`config.mk`:
```
export PLATFORM = sky130hd
export DESIGN_NAME = frame_buffer_scheduler
export DESIGN_NICKNAME = d
export VERILOG_FILES = /design/src/rtl/frame_buffer_pkg.sv /design/src/rtl/fb_addr_gen.sv /design/src/rtl/frame_buffer_scheduler.sv
export SDC_FILE = /design/constraint.sdc
export NUM_CORES = 1
export LEC_CHECK = 0
export CAP_MARGIN = 5
export CORE_MARGIN = 3
export CORE_UTILIZATION = 40
export CTS_BUF_LIST = sky130_fd_sc_hd__clkbuf_8 sky130_fd_sc_hd__clkbuf_16
export CTS_CLUSTER_SIZE = 8
export DETAILED_ROUTE_END_ITERATION = 7
export PLACE_DENSITY = 0.6
export SLEW_MARGIN = 20
export SYNTH_ARGS = -nofsm -noshare
export SYNTH_HDL_FRONTEND = slang
export SYNTH_HIERARCHICAL = 1
export SYNTH_SLANG_ARGS = --single-unit
```
`constraint.sdc`:
```
create_clock -name clk -period 14.76 [get_ports clk]
set_clock_uncertainty 0.2 [all_clocks]
set_input_delay 1.476 -clock clk [delete_from_list [all_inputs] [get_ports clk]]
set_output_delay 1.476 -clock clk [all_outputs]
set_load 0.02 [all_outputs]
```
`src/rtl/frame_buffer_pkg.sv`:
```
// Shared types and constants for the triple-buffered frame scheduler.
package frame_buffer_pkg;

  localparam int NUM_BUFS  = 3;
  localparam int BUF_IDX_W = 2;

  typedef logic [BUF_IDX_W-1:0] buf_idx_t;

  typedef enum logic [1:0] {W_IDLE, W_START, W_BUSY} w_state_e;
  typedef enum logic [1:0] {R_IDLE, R_START, R_BUSY} r_state_e;

endpackage

```
`src/rtl/fb_addr_gen.sv`:
```
// Frame size and per-buffer DDR base address computation for writer and reader.
module fb_addr_gen
  import frame_buffer_pkg::*;
#(
  parameter int ADDR_WIDTH = 32
) (
  input  logic [ADDR_WIDTH-1:0] base_addr_i,
  input  logic [31:0]           hres_i,
  input  logic [31:0]           vres_i,
  input  buf_idx_t              wr_idx_i,
  input  buf_idx_t              rd_idx_i,
  output logic [ADDR_WIDTH-1:0] wr_addr_o,
  output logic [ADDR_WIDTH-1:0] rd_addr_o
);

  logic [ADDR_WIDTH-1:0] frame_bytes;

  // 4 bytes per pixel; everything wraps modulo 2^ADDR_WIDTH
  assign frame_bytes = (ADDR_WIDTH'(hres_i) * ADDR_WIDTH'(vres_i)) << 2;
  assign wr_addr_o   = base_addr_i + ADDR_WIDTH'(wr_idx_i) * frame_bytes;
  assign rd_addr_o   = base_addr_i + ADDR_WIDTH'(rd_idx_i) * frame_bytes;

endmodule

```
`src/rtl/frame_buffer_scheduler.sv`:
```
// Triple-buffer writer/reader scheduler for DDR frame engines.
// Define FB_STATS_EN to add the frames_dropped / frames_repeated counters.
//
// state   | meaning
// W_IDLE  | writer waits for enable
// W_START | start_write pulse, target buffer chosen
// W_BUSY  | write engine filling wr_idx, wait write_done
// R_IDLE  | reader waits for enable and a complete frame
// R_START | start_read pulse, rd_idx <= latest_idx
// R_BUSY  | read engine draining rd_idx, wait read_done
module frame_buffer_scheduler
  import frame_buffer_pkg::*;
#(
  parameter int ADDR_WIDTH = 32,
  parameter int NUM_BUFS   = 3
) (
  input  logic                  clk,
  input  logic                  reset,
  input  logic                  enable,
  input  logic [ADDR_WIDTH-1:0] base_addr,
  input  logic [31:0]           hres,
  input  logic [31:0]           vres,
  input  logic                  write_done,
  input  logic                  read_done,
  output logic                  start_write,
  output logic                  start_read,
  output logic [ADDR_WIDTH-1:0] write_buf,
  output logic [ADDR_WIDTH-1:0] read_buf,
  output logic [31:0]           hres_out,
  output logic [31:0]           vres_out,
  output logic                  frame_valid
`ifdef FB_STATS_EN
  ,
  output logic [15:0]           frames_dropped,
  output logic [15:0]           frames_repeated
`endif
);

  logic                  enable_q;
  logic [ADDR_WIDTH-1:0] base_q;
  logic [31:0]           hres_q;
  logic [31:0]           vres_q;
  w_state_e              w_state_q;
  r_state_e              r_state_q;
  buf_idx_t              wr_idx_q;
  buf_idx_t              rd_idx_q;
  buf_idx_t              latest_idx_q;
  logic                  fresh_q;
  logic                  frame_valid_q;

  buf_idx_t              wr_pick;
  buf_idx_t              wr_sel;
  buf_idx_t              rd_sel;
  logic                  wr_commit;

  // Lowest buffer that is neither being read nor holding the newest frame
  always_comb begin
    wr_pick = '0;
    for (int i = NUM_BUFS - 1; i >= 0; i--) begin
      if (buf_idx_t'(i) != rd_idx_q &&
          (!frame_valid_q || buf_idx_t'(i) != latest_idx_q))
        wr_pick = buf_idx_t'(i);
    end
  end

  assign wr_sel    = (w_state_q == W_START) ? wr_pick : wr_idx_q;
  assign rd_sel    = (r_state_q == R_START) ? latest_idx_q : rd_idx_q;
  assign wr_commit = (w_state_q == W_BUSY) && write_done;

  fb_addr_gen #(.ADDR_WIDTH(ADDR_WIDTH)) u_addr_gen (
    .base_addr_i (base_q),
    .hres_i      (hres_q),
    .vres_i      (vres_q),
    .wr_idx_i    (wr_sel),
    .rd_idx_i    (rd_sel),
    .wr_addr_o   (write_buf),
    .rd_addr_o   (read_buf)
  );

  assign start_write = (w_state_q == W_START);
  assign start_read  = (r_state_q == R_START);
  assign hres_out    = hres_q;
  assign vres_out    = vres_q;
  assign frame_valid = frame_valid_q;

  always_ff @(posedge clk or negedge reset) begin
    if (!reset) begin
      enable_q      <= 1'b0;
      base_q        <= '0;
      hres_q        <= '0;
      vres_q        <= '0;
      w_state_q     <= W_IDLE;
      r_state_q     <= R_IDLE;
      wr_idx_q      <= '0;
      rd_idx_q      <= '0;
      latest_idx_q  <= '0;
      fresh_q       <= 1'b0;
      frame_valid_q <= 1'b0;
    end else begin
      enable_q <= enable;
      if (enable && !enable_q) begin
        base_q <= base_addr;
        hres_q <= hres;
        vres_q <= vres;
      end

      case (w_state_q)
        W_IDLE:  if (enable) w_state_q <= W_START;
        W_START: begin
          wr_idx_q  <= wr_pick;
          w_state_q <= W_BUSY;
        end
        W_BUSY: if (write_done) begin
          latest_idx_q  <= wr_idx_q;
          frame_valid_q <= 1'b1;
          w_state_q     <= enable ? W_START : W_IDLE;
        end
        default: w_state_q <= W_IDLE;
      endcase

      case (r_state_q)
        R_IDLE:  if (enable && frame_valid_q) r_state_q <= R_START;
        R_START: begin
          rd_idx_q  <= latest_idx_q;
          r_state_q <= R_BUSY;
        end
        R_BUSY:  if (read_done) r_state_q <= enable ? R_START : R_IDLE;
        default: r_state_q <= R_IDLE;
      endcase

      // A frame landing in the same cycle the reader starts is still unread
      if (wr_commit)
        fresh_q <= 1'b1;
      else if (r_state_q == R_START)
        fresh_q <= 1'b0;
    end
  end

`ifdef FB_STATS_EN
  logic [15:0] dropped_q;
  logic [15:0] repeated_q;

  always_ff @(posedge clk or negedge reset) begin
    if (!reset) begin
      dropped_q  <= '0;
      repeated_q <= '0;
    end else begin
      if (wr_commit && fresh_q && dropped_q != 16'hFFFF)
        dropped_q <= dropped_q + 16'd1;
      if (r_state_q == R_START && !fresh_q && repeated_q != 16'hFFFF)
        repeated_q <= repeated_q + 16'd1;
    end
  end

  assign frames_dropped  = dropped_q;
  assign frames_repeated = repeated_q;
`endif

endmodule

```
==> flow_summary.json <==
{
  "outcome": "finished clean",
  "vias_per_cell": 5.20,
  "route.vias.total": 19000,
  "placed_area_mm2": 0.0276,
  "drc": 0,
  "fmax_mhz": 76.0,
  "synth_top_area_share_pct": 29.1,
  "io-pin-count": 232,
  "avgSynthCellArea_um2": 9.07,
  "arrival_ns": 11.49,
  "finalSetupTns_ns": 0,
  "grt_pass1_wl_um": 113000,
  "die_w_um": 254,
  "synthCells": 2707,
  "path_delay_family": "adder cells",
  "stdcell_area_mm2": 0.0279,
  "worst_pin_slew_ns": 1.04,
  "synth_commonest_cells": "inv_1 (424), fa_1 (357), and2_1 (349), nand2_1 (262), ha_1 (231)",
  "synth_compound_area_share_pct": 9.55,
  "synth.area.mux_share_pct": 5.61,
  "avgRoutedWirePerCell_um": 19.1,
  "clkTransAtPathRegs_ns": 0.09,
  "numCtsBuffers": 9,
  "gp_congestion": 0.884,
  "synthAdderAreaFrac_pct": 40.9,
  "synth_area_leader_cell": "fa_1",
  "synth_area_leaders": "fa_1 (29%), ha_1 (12%), dfrtp_1 (11%)",
  "drive_gt1_share_pct": 5.80,
  "drv_slew": 0,
  "fin_crit_sh_pct": 89.2,
  "antenna_found_initial": 0,
  "crit_fanout": 29,
  "grt_max_degree": 57,
  "seq_area_frac_synth_pct": 11.0,
  "rows": 90,
  "path_class": "register to primary output",
  "syn-num-nets": 3396,
  "clk_latency_ns": 0.40,
  "dpl.hpwl_um": 55500,
  "io_buffers": 231,
  "critPathMaxStageDelay_ns": 1.03,
  "ys_ff_latch": 108,
  "cts_tree": "done",
  "postRouteAntennaNets": 0,
  "core_region_area_mm2": 0.0606,
  "synth_cell_types": 77,
  "yosysMostFrequentCell": "inv_1",
  "drt_pre_antenna_iters": 5,
  "first_global_vias": 20400,
  "hp-class": "register to register",
  "htreeDepth": 3,
  "critPathLaunchType": "register",
  "synth_edf_count": 0,
  "cp.required_ns": 13.08,
  "slew_headroom_pct": 30.5,
  "yosysWarningCount": 6,
  "crit_top_cell": "ha_1",
  "drt-initial-drc-count": 1196,
  "syn_area_mm2": 0.0245,
  "dieArea_mm2": 0.0644,
  "synth_top_family_by_area": "adder cells",
  "syn2layout_area_growth_pct": 13.5,
  "cts.sinks": 108,
  "hold_buffers": 0,
  "die_h_um": 254,
  "routed_wl_um": 69900,
  "final_net_count": 3564,
  "root_buffer": "clkbuf_16",
  "final-hold-violation-count": 0,
  "end_kind": "primary output",
  "synth-simple-area-share_pct": 17.8,
  "post_cts_resized": 0,
  "cap_violations": 0,
  "synthFlopType": "dfrtp_1",
  "initial_core_util_pct": 40.5,
  "cpMaxStageDelayCell": "dfrtp_1",
  "crit_buf_inv": 3,
  "rsz0062_at_grt": "no",
  "post_cts_buffers": 0,
  "setup_viol": 0,
  "cts.path.max_buffers": 2,
  "fin_crit_ns": 13.17,
  "grt.total_usage_pct": 22.4,
  "async_reset_ff_share_pct": 100,
  "grt_overflow_total": 0,
  "nFillCells": 5744,
  "synth_xor_xnor_area_share_pct": 6.45
}
-- metal layers --
| layer | share of wire (%) | wire length, µm | track usage (%) |
|---|---|---|---|
| met1 | 47 | 32800 | 31.8 |
| met5 | 0 | 0 | 0 |
| met2 | 46 | 32000 | 36.4 |
| met4 | 1.6 | 1130 | 4.65 |
| met3 | 5.7 | 3970 | 3.27 |
-- area by class of cell --
class / instances / area (µm²) / share of cell area, %
Multi-Input combinational cell: 2068 / 19700 / 70.8
Sequential cell: 108 / 2700 / 9.70
Timing Repair Buffer: 264 / 2560 / 9.20
Inverter: 424 / 1590 / 5.71
Tap cell: 782 / 978 / 3.51
Clock buffer: 9 / 225 / 0.809
Clock inverter: 7 / 61.3 / 0.220
Antenna cell: 1 / 2.50 / 0.00899
-- flip-flops by register name (all words and copies together), names as in the netlist --
name          cells
base_q           32
hres_out         32
vres_out         32
latest_idx_q      2
r_state_q         2
rd_idx_q          2
w_state_q         2
wr_idx_q          2
enable_q          1
frame_valid       1
-- per-stage QoR --
step | setup WS [ns] | utilization [%] | hold slack [ns] | std cells
floorplan | 3.71 | - | 0.224 | 2707
global placement | 2.33 | 45.5 | 0.235 | 3646
detailed placement | 2.11 | 45.5 | 0.244 | 3646
CTS | 1.60 | 46.0 | 0.257 | 3662
global route | 0.772 | 46.0 | 0.275 | 3662
finish | 1.59 | 46.0 | 0.253 | 3663
-- cell usage in the layout, fill, tap and decap left out, types with 34 or more instances in the layout --
cell type and instances:
inv_1 424, mux2_2 60, a21o_1 53, o21ai_0 55, and2_1 349, nand2b_1 34, xnor2_1 127, clkdlybuf4s50_1 230
nand2_1 262, xor2_1 46, dfrtp_1 108, nor2_1 76, mux2_4 40, a21oi_1 102, fa_1 357, ha_1 231
-- worst paths after layout --
check / from / cells after the start / to / slack, ns
max: vres_out[3] / 41 / write_buf[31] / 1.59
min: r_state_q[0] / 1 / r_state_q[0] / 0.25
max reg2reg: enable_q / 4 / base_q[16] / 12.07
min reg2reg: r_state_q[0] / 1 / r_state_q[0] / 0.25
max in group asynchronous: reset / 2 / vres_out[0] / 12.35
min in group asynchronous: reset / 1 / hres_out[22] / 0.84
-- cell families after synthesis --
family	after synthesis
AO/OA/AOI/OAI	354
XOR/XNOR	176
adder cells (fa/ha/maj)	588
buffers and inverters	531
flip-flops	108
multiplexers	110
AND/OR/NAND/NOR	840
-- worst register-to-register path: cells and delay by family, from the launching register on --
kind | cells | cell delay (ns)
buffers and inverters | 2 | 1.42
DFF | 1 | 0.40
and+or+nand+nor | 1 | 0.10
muxes | 1 | 0.46
Power is not shown: default switching activity piles up to over one toggle a cycle in this logic, so the estimate is an artifact.
